===== src/rtl/fused_pkg.sv =====
// Shared definitions for the fused-op path: opcodes, dispatcher state encoding and default width.
// Also imported by the fused ALU path, so keep it free of dispatcher-only logic.
package fused_pkg;

  localparam int unsigned DefaultDataW = 32;

  localparam logic [7:0] OP_FUSE_MMA_RELU  = 8'h30;
  localparam logic [7:0] OP_FUSE_CONV_RELU = 8'h31;
  localparam logic [7:0] OP_FUSE_MMA_ADD   = 8'h32;

  typedef logic [1:0] state_t;

  localparam state_t StIdle  = 2'd0;
  localparam state_t StIssue = 2'd1;
  localparam state_t StWait  = 2'd2;
  localparam state_t StOut   = 2'd3;

  function automatic logic op_supported(logic [7:0] op);
    return (op == OP_FUSE_MMA_RELU) || (op == OP_FUSE_CONV_RELU) || (op == OP_FUSE_MMA_ADD);
  endfunction

endpackage


===== src/rtl/fused_op_dispatcher_if.sv =====
// Handshake bundle between instruction issue, the fused-op dispatcher and the MMU/CONV units.
// master is the dispatcher side; slave is the surrounding environment.
interface fused_op_dispatcher_if #(
  parameter int unsigned DATA_W = 32
) ();

  logic              in_valid;
  logic              in_ready;
  logic [7:0]        in_opcode;
  logic [DATA_W-1:0] in_a;
  logic [DATA_W-1:0] in_b;
  logic [DATA_W-1:0] req_a;
  logic [DATA_W-1:0] req_b;
  logic              mmu_req_valid;
  logic              mmu_req_ready;
  logic              conv_req_valid;
  logic              conv_req_ready;
  logic              mmu_rsp_valid;
  logic [DATA_W-1:0] mmu_rsp_data;
  logic              conv_rsp_valid;
  logic [DATA_W-1:0] conv_rsp_data;
  logic              out_valid;
  logic              out_ready;
  logic [DATA_W-1:0] out_data;
  logic              out_err;
  logic              busy;

  modport master (
    input  in_valid, in_opcode, in_a, in_b, mmu_req_ready, conv_req_ready,
           mmu_rsp_valid, mmu_rsp_data, conv_rsp_valid, conv_rsp_data, out_ready,
    output in_ready, req_a, req_b, mmu_req_valid, conv_req_valid, out_valid, out_data,
           out_err, busy
  );

  modport slave (
    output in_valid, in_opcode, in_a, in_b, mmu_req_ready, conv_req_ready,
           mmu_rsp_valid, mmu_rsp_data, conv_rsp_valid, conv_rsp_data, out_ready,
    input  in_ready, req_a, req_b, mmu_req_valid, conv_req_valid, out_valid, out_data,
           out_err, busy
  );

endinterface


===== src/rtl/fused_epilogue.sv =====
// Combinational fused epilogue: bias-add for MMA_ADD, ReLU for every other opcode.
module fused_epilogue
  import fused_pkg::*;
#(
  parameter int unsigned DATA_W = DefaultDataW
) (
  input  logic [7:0]        opcode_i,
  input  logic [DATA_W-1:0] data_i,
  input  logic [DATA_W-1:0] addend_i,
  output logic [DATA_W-1:0] result_o
);

  always_comb begin
    if (opcode_i == OP_FUSE_MMA_ADD) begin
      result_o = data_i + addend_i;
    end else begin
      result_o = data_i[DATA_W-1] ? '0 : data_i;
    end
  end

endmodule


===== src/rtl/fused_op_dispatcher.sv =====
// Fused-op dispatcher: issues one instruction at a time to MMU or CONV, waits for the response
// (with optional timeout), applies the fused epilogue and offers one result per instruction.
module fused_op_dispatcher
  import fused_pkg::*;
#(
  parameter int unsigned DATA_W         = DefaultDataW,
  parameter int unsigned TIMEOUT_CYCLES = 1024,
  parameter int unsigned TO_W           = 11
) (
  input logic                   clk,
  input logic                   rst_n,
  fused_op_dispatcher_if.master bus
);

  localparam logic [TO_W-1:0] ToLimit = TO_W'(TIMEOUT_CYCLES);

  state_t            state_q, state_d;
  logic [7:0]        op_q, op_d;
  logic [DATA_W-1:0] a_q, a_d;
  logic [DATA_W-1:0] b_q, b_d;
  logic [DATA_W-1:0] out_data_q, out_data_d;
  logic              out_err_q, out_err_d;
  logic [TO_W-1:0]   cnt_q, cnt_d;

  logic              tgt_mmu;
  logic              req_ready_sel;
  logic              rsp_hit;
  logic [DATA_W-1:0] rsp_data;
  logic [DATA_W-1:0] epi_result;
  logic [TO_W-1:0]   cnt_inc;
  logic              timeout_hit;

  // Only supported opcodes reach ISSUE/WAIT, so anything not CONV targets the MMU.
  assign tgt_mmu       = (op_q != OP_FUSE_CONV_RELU);
  assign req_ready_sel = tgt_mmu ? bus.mmu_req_ready : bus.conv_req_ready;
  assign rsp_hit       = tgt_mmu ? bus.mmu_rsp_valid : bus.conv_rsp_valid;
  assign rsp_data      = tgt_mmu ? bus.mmu_rsp_data : bus.conv_rsp_data;
  assign cnt_inc       = cnt_q + TO_W'(1);
  assign timeout_hit   = (TIMEOUT_CYCLES != 0) && (cnt_inc == ToLimit);

  fused_epilogue #(
    .DATA_W(DATA_W)
  ) u_epilogue (
    .opcode_i (op_q),
    .data_i   (rsp_data),
    .addend_i (b_q),
    .result_o (epi_result)
  );

  always_comb begin
    state_d    = state_q;
    op_d       = op_q;
    a_d        = a_q;
    b_d        = b_q;
    out_data_d = out_data_q;
    out_err_d  = out_err_q;
    cnt_d      = cnt_q;
    case (state_q)
      StIdle: begin
        if (bus.in_valid) begin
          op_d = bus.in_opcode;
          a_d  = bus.in_a;
          b_d  = bus.in_b;
          if (op_supported(bus.in_opcode)) begin
            state_d = StIssue;
          end else begin
            out_data_d = '0;
            out_err_d  = 1'b1;
            state_d    = StOut;
          end
        end
      end
      StIssue: begin
        if (req_ready_sel) begin
          cnt_d   = '0;
          state_d = StWait;
        end
      end
      StWait: begin
        // A response arriving in the timeout cycle still wins.
        if (rsp_hit) begin
          out_data_d = epi_result;
          out_err_d  = 1'b0;
          state_d    = StOut;
        end else if (timeout_hit) begin
          out_data_d = '0;
          out_err_d  = 1'b1;
          state_d    = StOut;
        end else begin
          cnt_d = cnt_inc;
        end
      end
      StOut: begin
        if (bus.out_ready) begin
          state_d = StIdle;
        end
      end
      default: state_d = StIdle;
    endcase
  end

  always_ff @(posedge clk or negedge rst_n) begin
    if (!rst_n) begin
      state_q    <= StIdle;
      op_q       <= '0;
      a_q        <= '0;
      b_q        <= '0;
      out_data_q <= '0;
      out_err_q  <= 1'b0;
      cnt_q      <= '0;
    end else begin
      state_q    <= state_d;
      op_q       <= op_d;
      a_q        <= a_d;
      b_q        <= b_d;
      out_data_q <= out_data_d;
      out_err_q  <= out_err_d;
      cnt_q      <= cnt_d;
    end
  end

  assign bus.in_ready       = (state_q == StIdle);
  assign bus.busy           = (state_q != StIdle);
  assign bus.mmu_req_valid  = (state_q == StIssue) && tgt_mmu;
  assign bus.conv_req_valid = (state_q == StIssue) && !tgt_mmu;
  assign bus.out_valid      = (state_q == StOut);
  assign bus.out_data       = out_data_q;
  assign bus.out_err        = out_err_q;
  assign bus.req_a          = a_q;
  assign bus.req_b          = b_q;

endmodule


===== src/flat_wrapper.sv =====
// flat-port wrapper written by rule: the top's interface ports become plain ports
module fused_op_dispatcher_flat import fused_pkg::*;
#(
  parameter int unsigned DATA_W         = DefaultDataW,
  parameter int unsigned TIMEOUT_CYCLES = 1024,
  parameter int unsigned TO_W           = 11
)
  (clk, rst_n, bus_in_valid, bus_in_opcode, bus_in_a, bus_in_b, bus_mmu_req_ready, bus_conv_req_ready, bus_mmu_rsp_valid, bus_mmu_rsp_data, bus_conv_rsp_valid, bus_conv_rsp_data, bus_out_ready, bus_in_ready, bus_req_a, bus_req_b, bus_mmu_req_valid, bus_conv_req_valid, bus_out_valid, bus_out_data, bus_out_err, bus_busy);
  fused_op_dispatcher_if #(.DATA_W(DATA_W)) bus_i ();
  input logic clk;
  input logic rst_n;
  input wire logic [$bits(bus_i.in_valid)-1:0] bus_in_valid;
  input wire logic [$bits(bus_i.in_opcode)-1:0] bus_in_opcode;
  input wire logic [$bits(bus_i.in_a)-1:0] bus_in_a;
  input wire logic [$bits(bus_i.in_b)-1:0] bus_in_b;
  input wire logic [$bits(bus_i.mmu_req_ready)-1:0] bus_mmu_req_ready;
  input wire logic [$bits(bus_i.conv_req_ready)-1:0] bus_conv_req_ready;
  input wire logic [$bits(bus_i.mmu_rsp_valid)-1:0] bus_mmu_rsp_valid;
  input wire logic [$bits(bus_i.mmu_rsp_data)-1:0] bus_mmu_rsp_data;
  input wire logic [$bits(bus_i.conv_rsp_valid)-1:0] bus_conv_rsp_valid;
  input wire logic [$bits(bus_i.conv_rsp_data)-1:0] bus_conv_rsp_data;
  input wire logic [$bits(bus_i.out_ready)-1:0] bus_out_ready;
  output wire logic [$bits(bus_i.in_ready)-1:0] bus_in_ready;
  output wire logic [$bits(bus_i.req_a)-1:0] bus_req_a;
  output wire logic [$bits(bus_i.req_b)-1:0] bus_req_b;
  output wire logic [$bits(bus_i.mmu_req_valid)-1:0] bus_mmu_req_valid;
  output wire logic [$bits(bus_i.conv_req_valid)-1:0] bus_conv_req_valid;
  output wire logic [$bits(bus_i.out_valid)-1:0] bus_out_valid;
  output wire logic [$bits(bus_i.out_data)-1:0] bus_out_data;
  output wire logic [$bits(bus_i.out_err)-1:0] bus_out_err;
  output wire logic [$bits(bus_i.busy)-1:0] bus_busy;
  assign bus_i.in_valid = bus_in_valid;
  assign bus_i.in_opcode = bus_in_opcode;
  assign bus_i.in_a = bus_in_a;
  assign bus_i.in_b = bus_in_b;
  assign bus_i.mmu_req_ready = bus_mmu_req_ready;
  assign bus_i.conv_req_ready = bus_conv_req_ready;
  assign bus_i.mmu_rsp_valid = bus_mmu_rsp_valid;
  assign bus_i.mmu_rsp_data = bus_mmu_rsp_data;
  assign bus_i.conv_rsp_valid = bus_conv_rsp_valid;
  assign bus_i.conv_rsp_data = bus_conv_rsp_data;
  assign bus_i.out_ready = bus_out_ready;
  assign bus_in_ready = bus_i.in_ready;
  assign bus_req_a = bus_i.req_a;
  assign bus_req_b = bus_i.req_b;
  assign bus_mmu_req_valid = bus_i.mmu_req_valid;
  assign bus_conv_req_valid = bus_i.conv_req_valid;
  assign bus_out_valid = bus_i.out_valid;
  assign bus_out_data = bus_i.out_data;
  assign bus_out_err = bus_i.out_err;
  assign bus_busy = bus_i.busy;
  fused_op_dispatcher #(.DATA_W(DATA_W), .TIMEOUT_CYCLES(TIMEOUT_CYCLES), .TO_W(TO_W)) u_core (.clk(clk), .rst_n(rst_n), .bus(bus_i));
endmodule

===== config.mk =====
export PLATFORM = sky130hd
export DESIGN_NAME = fused_op_dispatcher_flat
export DESIGN_NICKNAME = d
export VERILOG_FILES = /design/src/rtl/fused_pkg.sv /design/src/rtl/fused_op_dispatcher_if.sv /design/src/rtl/fused_epilogue.sv /design/src/rtl/fused_op_dispatcher.sv /design/src/flat_wrapper.sv
export SDC_FILE = /design/constraint.sdc
export NUM_CORES = 1
export LEC_CHECK = 0
export CORE_MARGIN = 1.5
export CORE_UTILIZATION = 39
export CTS_CLUSTER_DIAMETER = 60
export DETAILED_ROUTE_END_ITERATION = 7
export PLACE_DENSITY = 0.77
export REMOVE_ABC_BUFFERS = 1
export SLEW_MARGIN = 20
export SYNTH_ARGS = -nofsm -noshare
export SYNTH_HDL_FRONTEND = slang
export SYNTH_HIERARCHICAL = 1
export SYNTH_SLANG_ARGS = --single-unit

===== constraint.sdc =====
create_clock -name clk -period 10.4 [get_ports clk]
set_input_delay 2.6 -clock clk [delete_from_list [all_inputs] [get_ports clk]]
set_output_delay 2.6 -clock clk [all_outputs]
set_load 0.05 [all_outputs]

# --- Yosys cells after proc, flatten, opt, wreduce, memory -nomap -nowiden ---
# Index checks and enable logic that the tools add are counted.
op_classes:
  mux: 26
  n_reduce_logical: 13
  eq_ne: 16
  add_sub_neg: 2
ops:
  columns: ["op", "n"]
  rows:
  - ["$mux 32", 6]
  - ["$pmux 32 s2", 1]
  - ["$mux 11", 3]
  - ["$add 32x32->32", 1]
  - ["$eq 8x6->1 const B", 4]
  - ["$mux 31", 1]
  - ["$pmux 11 s2", 1]
  - ["$mux 2", 6]
  - ["$reduce_and 4->1", 3]
  - ["$add 11x1->11 const B", 1]
  - ["$eq 11x11->1 const B", 1]
  - ["$ne 2x2->1 const B", 5]
  - ["$ne 8x6->1 const B", 1]
  - ["$pmux 2 s4", 1]
  - ["$mux 1", 6]
  - ["$reduce_bool 2->1", 3]
  - ["$eq 2x2->1 const B", 2]
  - ["$ne 3x1->1 const B", 1]
  - ["$eq 2x1->1 const B", 1]
  - ["$logic_and 1x1->1", 2]
  - ["$logic_not 2->1", 1]
  - ["$logic_or 1x1->1", 2]
  - ["$ne 2x1->1 const B", 1]
  - ["$pmux 1 s2", 1]
  - ["2 further kinds", 2]
word_totals:
  output_inout_bits: 102
  reg_bits: 118

# --- Logic depth before layout (Yosys ltp) ---
logic_depth:
  depth_word: 6
  mapped_depth: 15
  mapped_depth_nobuf: 14

# --- Hierarchy ---
# Netlist, hierarchy kept.
by_module_without_submodules:
  columns: ["mod", "instances", "cells_per_inst", "area_per_inst_um2", "seq_area_each_um2"]
  rows:
  - ["fused_op_dispatcher", 1, 465, 5551.6, 2952.8]
  - ["fused_epilogue", 1, 334, 2254.7, 0.0]

# --- Worst setup path after synthesis ---
# OpenSTA, ideal clock, no wires.
synth_timing:
  path_kind: "input port to flip-flop"
  startpoint: "input port bus_mmu_rsp_data[0]"
  endpoint: "register u_core.out_data_q[10] (netlist: u_core/bus.out_data[10])"
  arrival_time_ns: 4.787
  path_slack_ns: 5.486
  t_required_ns: 10.273
  cell_stages: 12
  setup_ns: 0.127
  cell_sequence: "mux2_2 > ha_1 > fa_1 > a211oi_2 > o21ba_1 > a21oi_1 > a21o_1 > a21oi_1 > xor2_1 > o21ai_1 > nand4_1 > o21ai_0"
synth_via:
  elab_chain_len: 5
synth_lines:
  columns: ["item", "line", "rtl"]
  rows:
  - ["start: declaration", "flat_wrapper.sv:19", "input wire logic [$bits(bus_i.mmu_rsp_data)-1:0] bus_mmu_rsp_data;"]
  - ["$mux 32", "fused_op_dispatcher.sv:37", "assign rsp_data = tgt_mmu ? bus.mmu_rsp_data : bus.conv_rsp_data;"]
  - ["$add 32x32->32", "fused_epilogue.sv:15", "result_o = data_i + addend_i;"]
  - ["$mux 32", "fused_epilogue.sv:14", "if (opcode_i == OP_FUSE_MMA_ADD) begin"]
  - ["net u_core.epi_result[10]", "fused_op_dispatcher.sv:29", "logic [DATA_W-1:0] epi_result;"]
  - ["$mux 32", "fused_op_dispatcher.sv:81", "if (rsp_hit) begin"]
  - ["$pmux 32 s2", "fused_op_dispatcher.sv:58", "case (state_q)"]
  - ["end signal: assignment", "fused_op_dispatcher.sv:116", "out_data_q <= out_data_d;"]
  - ["end: declaration", "fused_op_dispatcher.sv:21", "logic [DATA_W-1:0] out_data_q, out_data_d;"]
# The timed path passes the listed nets, and every way through them passes these cells.
# A chain may end at the register's enable or synchronous reset.

# --- Final worst setup path ---
layout_timing:
  startpoint: "register u_core.op_q[1]"
  endpoint: "output port bus_conv_req_valid"
layout_via:
  elab_chain_len: 3
layout_lines:
  columns: ["item", "line", "rtl"]
  rows:
  - ["start: declaration", "fused_op_dispatcher.sv:18", "logic [7:0] op_q, op_d;"]
  - ["start signal: assignment", "fused_op_dispatcher.sv:113", "op_q <= op_d;"]
  - ["$ne 8x6->1", "fused_op_dispatcher.sv:34", "assign tgt_mmu = (op_q != OP_FUSE_CONV_RELU);"]
  - ["$logic_not 1->1", "fused_op_dispatcher.sv:125", "assign bus.conv_req_valid = (state_q == StIssue) && !tgt_mmu;"]
  - ["$logic_and 1x1->1", "fused_op_dispatcher.sv:125", null]
  - ["end: declaration", "flat_wrapper.sv:27", "output wire logic [$bits(bus_i.conv_req_valid)-1:0] bus_conv_req_valid;"]
# Every way passes these cells.

==> summary.md <==
I/O pin count: 246. For the worst ir drop on vdd, the log shows 0.156 mV. Of the available clock period, the critical path in the final layout requires 54.0%. The power density over the cells is 325 nW/um^2, and the endpoint arrival time on the critical path is 3020 ps. Prior to clock tree synthesis, the placed netlist has a worst setup slack of 4720 ps. After detailed routing, the number of remaining DRC violations is 0. The finished layout holds 1298 standard cells, fillers aside.

The signal on the critical path passes through nor4b_2 -> nand2_2 -> nor2_1 -> clkdlybuf4s50_1. TritonCTS built the clock tree. The tools report the number of resized instances in the post-cts repair step as 0. In this run the critical register-to-register path is captured at u_core/bus.out_data[26]$_DFFE_PN0P_. The share of total power dissipated in the clock network is 16.3%. The run gives 17 as the number of clock buffers inserted by TritonCTS. Setup repair after global routing left no endpoint under its margin. The run finished with clean final reports. Global routing consumed, over all layers together, 22.3% of the routing resources.

Setup violations remaining at the end of the flow were counted as 0. Input and output buffers added on the ports amount to 245. The number of synthesized flops with an enable pin is 0, and the internal power is 0.00182 W. In this run, placement finished with an instance count of 1266.

For the routed wire length, the log shows 23.1 mm. From bottom edge to top edge, the die measures 144 um. After technology mapping, the gate count stands at 799. For the final routed database, the setup TNS stands at 0 ps. The layout has 1732 filler cells. Of all nets on the critical path, the largest fanout is 35. The highest attainable clock frequency is 178 MHz, and the relative area change from synthesis to final layout is 41.0%. The net count of the finished layout is 1202. Counting along the longest clock path gives a buffer depth of 2. The delay contributed by the slowest stage of the critical path was 840 ps. The pin count of the biggest net entering global routing is 73, and the number of clock sinks is 118. The max capacitance violation total is 0.

The smallest clock period supported by the final layout is computed as 5620 ps. The path depth of the worst reg2reg path was 14. At the later pin of the worst-skew pair, clock insertion delay measures 420 ps. For the pin with the worst max-slew slack, the measured transition is 1020 ps. The cts-stage hold buffer count was 0.

In the synthesized netlist the dominant register cell turns out to be dfrtp_1. The detailed router put a total of 10.4 mm of wire on met1. The iteration-0 DRC count of the detailed router is 725. The number of buffer and inverter stages on the critical path is 1, and the post-synth design cell area is 7810 um^2.

Measured on the finished design, the core utilization comes to 56.4%. The initial antenna violation count came out at 0. Summed over all nets, the half-perimeter wirelength after detailed placement is 16.3 mm. Post-CTS timing repair inserted 0 buffers for setup. The die covers 20900 um^2. Clock skew on the completed layout was measured at 6.86 ps.

The logs give 0 for the number of failing hold endpoints at the final stage and 40.0% for the initial standard-cell utilization of the core. The run gives 11000 um^2 as the post-layout instance area. The run gives 5 as the iteration count of the initial detailed-routing pass. Counting flops and latches in the post-synthesis netlist gives 118. The final global-route overflow total is 0, and the count of standard-cell rows is 51.

The number of levels in the clock H-tree is 4, and the part of the total power dissipated in combinational logic is 61.3%. Routability-driven placement finished with a final weighted congestion of 0.951. The routed length on met2 came out at 10.7 mm. The worst max-slew margin expressed relative to the limit was 31.8%; the share of layout cells above drive strength 1 was 16.3%.

STA classifies the critical path startpoint as a flip-flop. The startpoint identified for the worst register-to-register timing path is u_core/op_q[1]$_DFFE_PN0P_. Async set-reset flop share out of synthesis: 100%. The tightest min-delay check is of the reg -> reg type.

STA classifies the critical path endpoint as an output port. Dividing the detail-routed via count by the number of cells gives 5.55. Die width: 144 um.

For hold timing, the worst endpoint is u_core/bus.req_a[4]$_DFFE_PN0P_. The via count of the first global-routing pass is 6864, and the routed length per placed instance is 17.8 um. For the total length of routed met3 wires, the log shows 1.64 mm. The source of the worst hold timing path was u_core/bus.req_a[4]$_DFFE_PN0P_. Critical path class: reg -> out. The tools report the post-detailed-route count of antenna-violating nets as 0.

In this run the static leakage power is 4.52 nW. In this run the mean area of a mapped cell was 9.77 um^2. Among all stages on the critical path, the largest delay is contributed by clkdlybuf4s50_1. The required arrival time at the worst endpoint came out at 7800 ps. The highest routed metal layer is met4. Summed over all nets, the switching power comes to 0.00175 W.

The fraction of power spent switching nets was 49.0%. The run gives 36.1 mm as the wire length of the first global-routing pass. Clock tree root driver cell: clkbuf_16.

For the final max-slew violation count, the log shows 0. Setup slack on the worst reg-to-reg path comes out at 6040 ps. The region available for standard cell placement spans 19500 um^2.

The count of unique library cells instantiated by Yosys is 77. Routed via count: 7198. The sequential share of the synthesized area was 37.8%; the count of antenna diodes in the layout was 0. For the worst-case setup margin in the final layout, the log shows 4780 ps. The run gives 10400 um^2 as the instance area at placement. Part of the power in registers: 22.4%. The gate family responsible for the most delay along the worst path is simple AND/OR/NAND/NOR gates.

The Yosys step of the flow raised 6 warnings. The worst hold path stage count is 1. Clock-pin slew was measured on the worst setup and hold paths at 60 ps.
==> kinds of logic (layout without fill, tap and decap cells) <==
family                   Yosys count  count (layout)  share of synthesized area, %
AO/OA/AOI/OAI                    194             194                          16.0
XOR/XNOR                          24              24                          2.79
adder cells (fa/ha/maj)           38              38                          6.19
buffers and inverters             94             328                          4.95
flip-flops                       118             118                          37.8
multiplexers                     114             114                          16.3
AND/OR/NAND/NOR                  217             217                          15.9
==> routing by layer <==
metal,up-vias,global-route usage [%]
li1,3418,-
met1,3431,30.7
met2,316,34.7
met3,33,5.03
met4,0,6.75
met5,-,0
==> worst max path at each step <==
| stage | end | slack [ps] | depth (start not counted) | from |
|---|---|---|---|---|
| 2_1_floorplan | u_core/bus.out_data[0]$_DFFE_PN0P_ | 4830 | 5 | bus_in_opcode[7] |
| 3_3_place_gp | u_core/bus.out_data[26]$_DFFE_PN0P_ | 4810 | 13 | bus_conv_rsp_data[0] |
| 3_5_place_dp | u_core/bus.out_data[26]$_DFFE_PN0P_ | 4720 | 13 | bus_mmu_rsp_data[0] |
| 4_1_cts | bus_conv_req_valid | 4730 | 4 | u_core/op_q[1]$_DFFE_PN0P_ |
| 5_1_grt | bus_conv_req_valid | 4570 | 4 | u_core/op_q[1]$_DFFE_PN0P_ |
| 6_report | bus_conv_req_valid | 4780 | 4 | u_core/op_q[1]$_DFFE_PN0P_ |
==> cells in the mapped netlist (all sizes together) (5+ instances only) <==
master,number,area [um^2]
a21o,10,75.1
xnor2,18,165
nor2,31,116
xor2,6,52.6
and4,7,63.8
o21ai,72,368
clkbuf,32,120
nor3,8,40.0
nand3b,25,188
and3,11,68.8
dfrtp,118,2950
a211oi,7,57.6
a21oi,45,236
nand4,45,282
ha,37,463
buf,15,90.1
a211o,5,43.8
o21bai,6,45.0
inv,47,176
nand2,48,183
nand3,11,55.1
mux2,107,1200
o21a,6,45.0
mux2i,7,70.1
==> cells in the final DEF, fill, tap and decap left out, types with 6 or more instances in the layout <==
cell and n:
o21bai_1 6, a21o_1 10, o21a_1 6, clkinv_2 6
o21ai_1 12, xor2_1 6, nand4_1 45, ha_1 36
nor3_1 7, and4_1 6, and3_1 11, dfrtp_1 118
nor2_1 31, xnor2_1 17, o21ai_0 58, nand2_1 45
clkdlybuf4s50_1 244, a211oi_1 6, inv_1 47, mux2_2 107
clkbuf_16 17, mux2i_1 7, nand3_1 11, a21oi_1 42
nand3b_1 25
==> state kept, by name, summed over array words and instances (netlist names) <==
signal               cells
u_core/bus.out_err       1
u_core/bus.out_data     32
u_core/bus.req_a        32
u_core/cnt_q            11
u_core/op_q              8
u_core/state_q           2
u_core/bus.req_b        32
==> final cells by class <==
| class | count | area [um^2] | share of cell area (%) |
|---|---|---|---|
| well taps | 265 | 332 | 3.01 |
| multi-input cells | 587 | 4480 | 40.7 |
| clock buffers | 19 | 453 | 4.11 |
| flip-flops and latches | 118 | 2950 | 26.8 |
| clock inverters | 13 | 130 | 1.18 |
| repair buffers | 249 | 2480 | 22.5 |
| inverters | 47 | 176 | 1.60 |
==> stage by stage <==
stage	power, W	hold WS (ps)
6_report	0.00357	501
3_3_place_gp	0.00294	486
2_1_floorplan	0.00227	495
4_1_cts	0.00358	506
3_5_place_dp	0.00298	494
5_1_grt	0.00377	513
==> power groups by stage <==
stage | logic, W | registers, W | clock network [W]
finish | 0.00219 | 0.000800 | 0.000584
global route | 0.00232 | 0.000830 | 0.000617
CTS | 0.00218 | 0.000801 | 0.000595
detailed placement | 0.00217 | 0.000806 | 0
global placement | 0.00215 | 0.000794 | 0
floorplan | 0.000913 | 0.00136 | 0
Power figures use the tool's default switching activity.
==> RTL edit: new RTL, same flow settings <==
`TO_W` is set to 11 in 2 places; all go to 22.
--- a/src/rtl/fused_op_dispatcher.sv
+++ b/src/rtl/fused_op_dispatcher.sv
@@ -6,5 +6,5 @@
   parameter int unsigned DATA_W         = DefaultDataW,
   parameter int unsigned TIMEOUT_CYCLES = 1024,
-  parameter int unsigned TO_W           = 11
+  parameter int unsigned TO_W           = 22
 ) (
   input logic                   clk,
--- a/src/flat_wrapper.sv
+++ b/src/flat_wrapper.sv
@@ -4,5 +4,5 @@
   parameter int unsigned DATA_W         = DefaultDataW,
   parameter int unsigned TIMEOUT_CYCLES = 1024,
-  parameter int unsigned TO_W           = 11
+  parameter int unsigned TO_W           = 22
 )
   (clk, rst_n, bus_in_valid, bus_in_opcode, bus_in_a, bus_in_b, bus_mmu_req_ready, bus_conv_req_ready, bus_mmu_rsp_valid, bus_mmu_rsp_data, bus_conv_rsp_valid, bus_conv_rsp_data, bus_out_ready, bus_in_ready, bus_req_a, bus_req_b, bus_mmu_req_valid, bus_conv_req_valid, bus_out_valid, bus_out_data, bus_out_err, bus_busy);
Behaviour: no difference found for any inputs over 4 cycles, from zero or initial values and one cycle with rst_n low; that may be too few to reach the edited logic, so the function may still have changed.
==> RTL edit against the unedited design <==
Area after synthesis up 8.4%; synthesized cell count increased by 5.8%; sequential cell count increased by 11; final cell count rose by 4.2%; clock skew about the same; largest power group unchanged; first-iteration DRC count shrank 19%; fmax rose by 4.1%; routed wire length up 7.4%; power rose by 2.7%; worst setup slack improved by 0.22 ns; non-clock buffer count rose by 3; design area increased by 5.9%.
==> RTL edit: results (changes against the unedited design) <==
Status: finished clean
First-pass GRT wire length: 38,800 um (+7.5%)
LEAKAGE: 4.80 nW (+6.2%)
Vias post-DR: 7,663 (+6.5%)
# nets final: 1,245 (+3.6%)
Sequential share of the synthesized area: 38.2% (+0.33 points)
FF-to-FF End: u_core/bus.out_data[28]
Synth Flop Type: dfrtp_1
Yosys Warn Count: 6 (unchanged)
Number of global-route vias before repair: 7,534 (+9.8%)
Pre-CTS WS: 4.63 ns (-0.0899 ns)
Clk_skew: 0.00709 ns (+0.000223 ns)
Wirelength per Cell: 18.3 um (+3.1%)
Num CTS Buffers: 17 (unchanged)
Initial DRT Pass Iterations: 7 (+2)
Inst Count DP: 1,319 (+4.2%)
Flop2flop setup slack: 5.83 ns (-0.21 ns)
Peak VDD IR: 0.187 mV (+19%)
Cts repair resizes: 0 (unchanged)
Worst Setup EP: u_core/bus.out_data[28]
Largest net degree at the start of global routing: 73 (unchanged)
Final HPWL DP: 17,800 um (+9.1%)
Initial antenna violation count: 0 (unchanged)
Hold endpoint: u_core/bus.out_data[5]
HP Start: u_core/bus.out_data[5]
Distinct cell type count after synthesis: 80 (+3.9%)
Synth top cells by count: 129 x dfrtp_1, 105 x mux2_2, 71 x nand2_1
Post-synthesis cell count: 845 (+5.8%)
Asr flop ratio synth: 100% (unchanged)
Synth area leaders: dfrtp_1 38%, mux2_2 14%, ha_1 5.5%
Clk_lat worst skew: 0.42 ns (about the same)
All-Layer GR Usage: 22.0% (-0.30 points)
Max Fanout on Critical Path: 3 (-91%)
PortBufs: 245 (unchanged)
Max-Slew Margin vs Limit: 27.4% (-4.4 points)
Initial detailed-routing violation count: 587 (-19%)
Clock root buffer: clkbuf_16
RD Place Congestion: 0.892 (-6.2%)
R2r startpoint: u_core/op_q[7]
Layout cells sized above 1: 15.8% (-0.46 points)
CP startpoint: bus_conv_rsp_data[0]
Fin cells: 1,352 (+4.2%)
Tmin final: 5.40 ns (-0.221 ns)
Crit path DAT: 5.71 ns (+2.69 ns)
Hold crit path type: flop to flop
-- RTL edit: layout make-up --
type | count | area [um2]
diodes | 1 | 2.50
flip-flops and latches | 129 | 3230
clock buffers | 19 | 453
fillers | 1858 | 9500
well taps | 275 | 344
clock inverters | 13 | 153
repair buffers | 252 | 2510
multi-input cells | 645 | 4900
inverters | 18 | 67.6
-- RTL edit: metrics by stage --
step / hold WS, ns / power [mW] / instance area [um2]
6_report: 0.498 / 3.67 / 11700
5_1_grt: 0.507 / 3.88 / 11700
3_5_place_dp: 0.480 / 3.05 / 11100
4_1_cts: 0.501 / 3.69 / 11700
2_1_floorplan: 0.495 / 2.35 / 8190
3_3_place_gp: 0.481 / 3.02 / 11100
-- RTL edit: metal layers --
metal | global-route usage (%) | share of wire [%]
met5 | 0 | 0
met4 | 7.84 | 2.1
met3 | 5.27 | 8.0
met2 | 37.7 | 49
met1 | 26.7 | 41
-- RTL edit: cell families after synthesis --
kind of cell,count (synthesis),synth area share [%]
xor+xnor,29,3.00
compound gates,231,19.0
fa+ha+maj,38,5.71
flops,129,38.2
mux,112,14.8
simple gates,235,15.3
buf+inv,71,4.01
-- RTL edit: report_power, final --
group / leakage (nW) / total (mW) / switching [mW] / internal (mW)
clock: 0.292 / 0.618 / 0.247 / 0.371
combinational: 2.87 / 2.19 / 1.37 / 0.824
sequential: 1.63 / 0.863 / 0.161 / 0.703
-- RTL edit: critical path, cell delays in order --
cell	delay (ns)
clkdlybuf4s50_1	0.42
mux2_2	0.28
ha_1	0.23
fa_1	0.43
a211oi_2	0.33
o21ba_1	0.26
a21oi_2	0.09
o2111ai_1	0.39
a32oi_1	0.20
xnor2_1	0.16
a21oi_1	0.08
a22o_1	0.23
